--- config.mk ---
export PLATFORM = sky130hd
export DESIGN_NAME = mux_scan_ctrl
export DESIGN_NICKNAME = d
export VERILOG_FILES = /design/src/rtl/mux_scan_ctrl.sv
export SDC_FILE = /design/constraint.sdc
export NUM_CORES = 1
export LEC_CHECK = 0
export BUFFER_PORTS_ARGS = -buffer_cell sky130_fd_sc_hd__buf_2
export CAP_MARGIN = 20
export CORE_MARGIN = 3
export CORE_UTILIZATION = 28
export CTS_BUF_LIST = sky130_fd_sc_hd__clkbuf_8
export CTS_CLUSTER_DIAMETER = 30
export DETAILED_ROUTE_END_ITERATION = 10
export HOLD_SLACK_MARGIN = 0.08
export SYNTH_ARGS = -nofsm -noshare
export SYNTH_HDL_FRONTEND = slang
export SYNTH_SLANG_ARGS = --single-unit
--- constraint.sdc ---
create_clock -name clk -period 2.3 [get_ports clk]
set_clock_uncertainty 0.05 [all_clocks]
set_input_delay 0.115 -clock clk [delete_from_list [all_inputs] [get_ports clk]]
set_output_delay 0.115 -clock clk [all_outputs]
set_load 0.03 [all_outputs]
--- src/rtl/mux_scan_ctrl.sv ---
// Scan controller for a buffered 4-to-1 mux: steps the select lines through all
// four channels, samples Q after a settling delay and publishes a 4-bit snapshot.
module mux_scan_ctrl #(
  parameter int unsigned SETTLE = 2
) (
  input  logic       clk,
  input  logic       rst,
  input  logic       start,
  input  logic       Q,
  output logic       I0,
  output logic       I1,
  output logic       busy,
  output logic [3:0] word,
  output logic       valid
);

  // state    | meaning
  // S_IDLE   | select parked at 00, waiting for start
  // S_SETTLE | holding select while the mux output settles
  // S_SAMPLE | capturing Q for the current channel
  // S_DONE   | snapshot published, valid pulses for one cycle
  typedef enum logic [1:0] {
    S_IDLE   = 2'd0,
    S_SETTLE = 2'd1,
    S_SAMPLE = 2'd2,
    S_DONE   = 2'd3
  } state_t;

  localparam logic [3:0] CNT_LAST = 4'(SETTLE - 1);

  state_t     state_q, state_d;
  logic [1:0] sel_q, sel_d;
  logic [3:0] cnt_q, cnt_d;
  logic [3:0] shreg_q, shreg_d;
  logic [3:0] word_q, word_d;
  logic       busy_q, busy_d;
  logic       valid_q, valid_d;

  always_ff @(posedge clk) begin
    if (rst) begin
      state_q <= S_IDLE;
      sel_q   <= 2'd0;
      cnt_q   <= 4'd0;
      shreg_q <= 4'd0;
      word_q  <= 4'd0;
      busy_q  <= 1'b0;
      valid_q <= 1'b0;
    end else begin
      state_q <= state_d;
      sel_q   <= sel_d;
      cnt_q   <= cnt_d;
      shreg_q <= shreg_d;
      word_q  <= word_d;
      busy_q  <= busy_d;
      valid_q <= valid_d;
    end
  end

  always_comb begin
    state_d = state_q;
    case (state_q)
      S_IDLE:   if (start) state_d = S_SETTLE;
      S_SETTLE: if (cnt_q == CNT_LAST) state_d = S_SAMPLE;
      S_SAMPLE: state_d = (sel_q == 2'd3) ? S_DONE : S_SETTLE;
      S_DONE:   state_d = S_IDLE;
      default:  state_d = S_IDLE;
    endcase
  end

  // Datapath next values; busy/valid are decoded from the next state so they
  // come out of flops aligned with the state they describe.
  always_comb begin
    sel_d   = sel_q;
    cnt_d   = cnt_q;
    shreg_d = shreg_q;
    word_d  = word_q;
    case (state_q)
      S_IDLE: begin
        sel_d = 2'd0;
        if (start) begin
          cnt_d   = 4'd0;
          shreg_d = 4'd0;
        end
      end
      S_SETTLE: cnt_d = cnt_q + 4'd1;
      S_SAMPLE: begin
        shreg_d[sel_q] = Q;
        cnt_d = 4'd0;
        if (sel_q == 2'd3) begin
          sel_d  = 2'd0;
          word_d = shreg_d;
        end else begin
          sel_d = sel_q + 2'd1;
        end
      end
      S_DONE:  sel_d = 2'd0;
      default: sel_d = 2'd0;
    endcase
    busy_d  = (state_d != S_IDLE);
    valid_d = (state_d == S_DONE);
  end

  assign I0    = sel_q[0];
  assign I1    = sel_q[1];
  assign busy  = busy_q;
  assign word  = word_q;
  assign valid = valid_q;

endmodule

==> out/qor.txt <==
Reg clk slew, reported paths: 0.07 ns
Rows: 19
leading post-synthesis cells by cell area: dfxtp_1, ha_1, a21oi_1, mux2i_1, nor2b_1
ys flop type: dfxtp_1
Antenna Nets Post-Route: 0
ys async rst share: 0
Reg power frac: 0.494
clock latency at the later pin of the worst-skew pair: 0.25 ns
Synth Cell Area: 901 um2
total CTS buffers: 3
maximum vdd drop: 0.000174 V
CTS tree: done
Final WS setup: 0.461 ns
number of flops mapped to enable cells by yosys: 0
critical setup path kind: register to register
CTS max path bufs: 2
clock network power share: 0.361
initial antenna violation count: 0
sequential area share after synthesis: 0.378
Post-CTS Repair Setup Buffers: 0
P_leak: 0.391 nW
starting DRC count in detailed routing: 10
placed cells: 145
Worst R2R Setup Slack: 0.46 ns
Syn Inst Count: 98
RSZ-0062 raised after global routing: false
pre-CTS setup slack: 0.479 ns
Worst EP arrival: 1.97 ns
final worst-path cycle share: 0.800
Min-Delay Path Depth: 3
Layout Cells excl Fill: 149
Vias/cell: 4.66
post-synth cell types: 28
Area after DPL: 982 um2
Synth top area share: 0.378
Max Freq: 544 MHz
worst reg2reg path depth: 5
internal power: 459 uW
grt total ovfl: 0
met1 Use GR: 0.102
worst slew pin tran: 0.460 ns
die area: 3930 um2
Slew Limit Fails: 0
hold path start: Q
Starting Density: 0.311
drt wl/cell: 11.2 um
Top Usage Layer GRT: met2
YS warnings: 0
crit path time final: 1.84 ns
# DRC: 0
synthesized area per cell: 9.19 um2
Via Count: 695
GR met2 Demand/Resource: 0.156
ANT cells: 0
GRT met3 Usage: 0.0234
combinational group share of total power: 0.144
PortBufs: 11
Vert. Die Dim: 62.7 um
Crit. End Element: register
Fillers: 313
Layout area overhead: 14.2%
Max-Cap Viols: 0
Final Hold Vio Count: 0
# clock sinks: 17
worst r2r src: state_q[0]
status: finished, final reports clean
Switching Share: 0.267
final net count: 122
Worst setup SP type: register
vias in the first global route: 646
PD cells: 608 nW/um2
Max-slew headroom: 0.691
Core ar.: 2900 um2
Root Driver: clkbuf_8
total track usage: 0.0952
largest net degree at the start of global routing: 18
Die W: 62.7 um
first-pass GRT wire length: 2.92 mm
total wire length: 1.67 mm
GPL Wtd Cong: 0.691
Fin Hold WS: 0.129 ns
hold buffer count at CTS: 0
RR Endpoint: cnt_q[3]
Ports: 12
Hold EP: shreg_q[1]
Post-CTS Resized: 0
First-pass DRT Iterations: 4
Final Cell Area: 1030 um2
Detail Placement HPWL: 1.26 mm
final setup TNS: 0 ns
critical path peak fanout: 8
required time of the worst setup path: 2.44 ns
H-Tree Depth: 1
Net Sw Power: 167 uW
syn_nets: 112
Final Setup Violations: 0
Synth area leader: dfxtp_1
share of cells above drive strength 1: 0.187
Hold Path Class: input pin to register
Seq cells post-synth: 17
[cells in the final DEF, fill, tap and decap left out, types with 2 or more instances in the layout]
| cell type | netlist | final |
|---|---|---|
| a211oi_1 | 4 | 4 |
| a21oi_1 | 10 | 10 |
| buf_2 | 0 | 11 |
| clkbuf_8 | 0 | 3 |
| dfxtp_1 | 17 | 17 |
| ha_1 | 10 | 10 |
| inv_1 | 5 | 5 |
| mux2i_1 | 5 | 5 |
| nand2_1 | 4 | 4 |
| nand3_1 | 2 | 2 |
| nand4_1 | 3 | 3 |
| nor2_1 | 7 | 7 |
| nor2b_1 | 5 | 5 |
| o21ai_0 | 4 | 4 |
| or3b_2 | 3 | 3 |
[layout make-up]
cell class	count	area (um2)	share of cell area
clock buffer	3	41.3	0.0401
clock inverter	1	5.00	0.00487
inverter	5	18.8	0.0182
multi-input combinational	70	515	0.501
sequential	17	340	0.331
tap	42	52.6	0.0511
timing repair buffer	11	55.1	0.0535
[synthesized netlist by cell type (all sizes together) (2+ instances only)]
cell type  count
dfxtp         17
nor2b          5
nand2          4
a211oi         4
or3b           3
o21ai          4
inv            5
clkbuf         5
nor2           7
a21oi         10
nand4          3
mux2i          6
nand3          2
ha            10
[metrics by stage]
step / utilization / total power, mW
after global routing: 0.355 / 0.657
after floorplan: - / 0.386
final: 0.355 / 0.625
after CTS: 0.355 / 0.634
after global placement: 0.339 / 0.402
after detailed placement: 0.339 / 0.406
[how the worst max path moves through the flow]
stage	from	cells past startpoint	slack (ns)	end
CTS	state_q[0]	5	0.46	cnt_q[3]
detailed placement	state_q[0]	5	0.48	cnt_q[3]
global placement	state_q[0]	5	0.54	cnt_q[3]
floorplan	state_q[0]	6	0.58	cnt_q[3]
finish	state_q[0]	5	0.46	cnt_q[3]
global route	state_q[0]	5	0.34	cnt_q[3]
[kinds of logic after synthesis]
group | Yosys count | synth area share
simple gates | 31 | 0.203
fa+ha+maj | 10 | 0.139
flops | 17 | 0.378
mux | 7 | 0.0833
buf+inv | 11 | 0.0500
compound gates | 22 | 0.147
[sequential cells by signal, summed over array words and instances (netlist names)]
name,count
cnt_q,4
valid,1
shreg_q,3
state_q,2
word,4
sel_q,2
busy,1
[metal layers]
layer,up-vias,part of all wire
met3,4,0.032
met1,314,0.45
li1,362,-
met5,-,0
met2,15,0.49
met4,0,0.032
[power groups by stage]
| stage | Combinational (mW) | Clock (mW) | Sequential [mW] |
|---|---|---|---|
| final | 0.0902 | 0.226 | 0.309 |
| after floorplan | 0.0634 | 0 | 0.323 |
| after global routing | 0.100 | 0.245 | 0.311 |
| after detailed placement | 0.0899 | 0 | 0.316 |
| after CTS | 0.0905 | 0.234 | 0.309 |
| after global placement | 0.0863 | 0 | 0.316 |
[worst max-delay path: stages, from the launching register on]
cell	delay, ns
dfxtp_1	0.40
inv_1	0.08
ha_1	0.31
mux2i_2	0.25
or4b_1	0.52
a31oi_1	0.16
(Power assumes the default switching activity.)
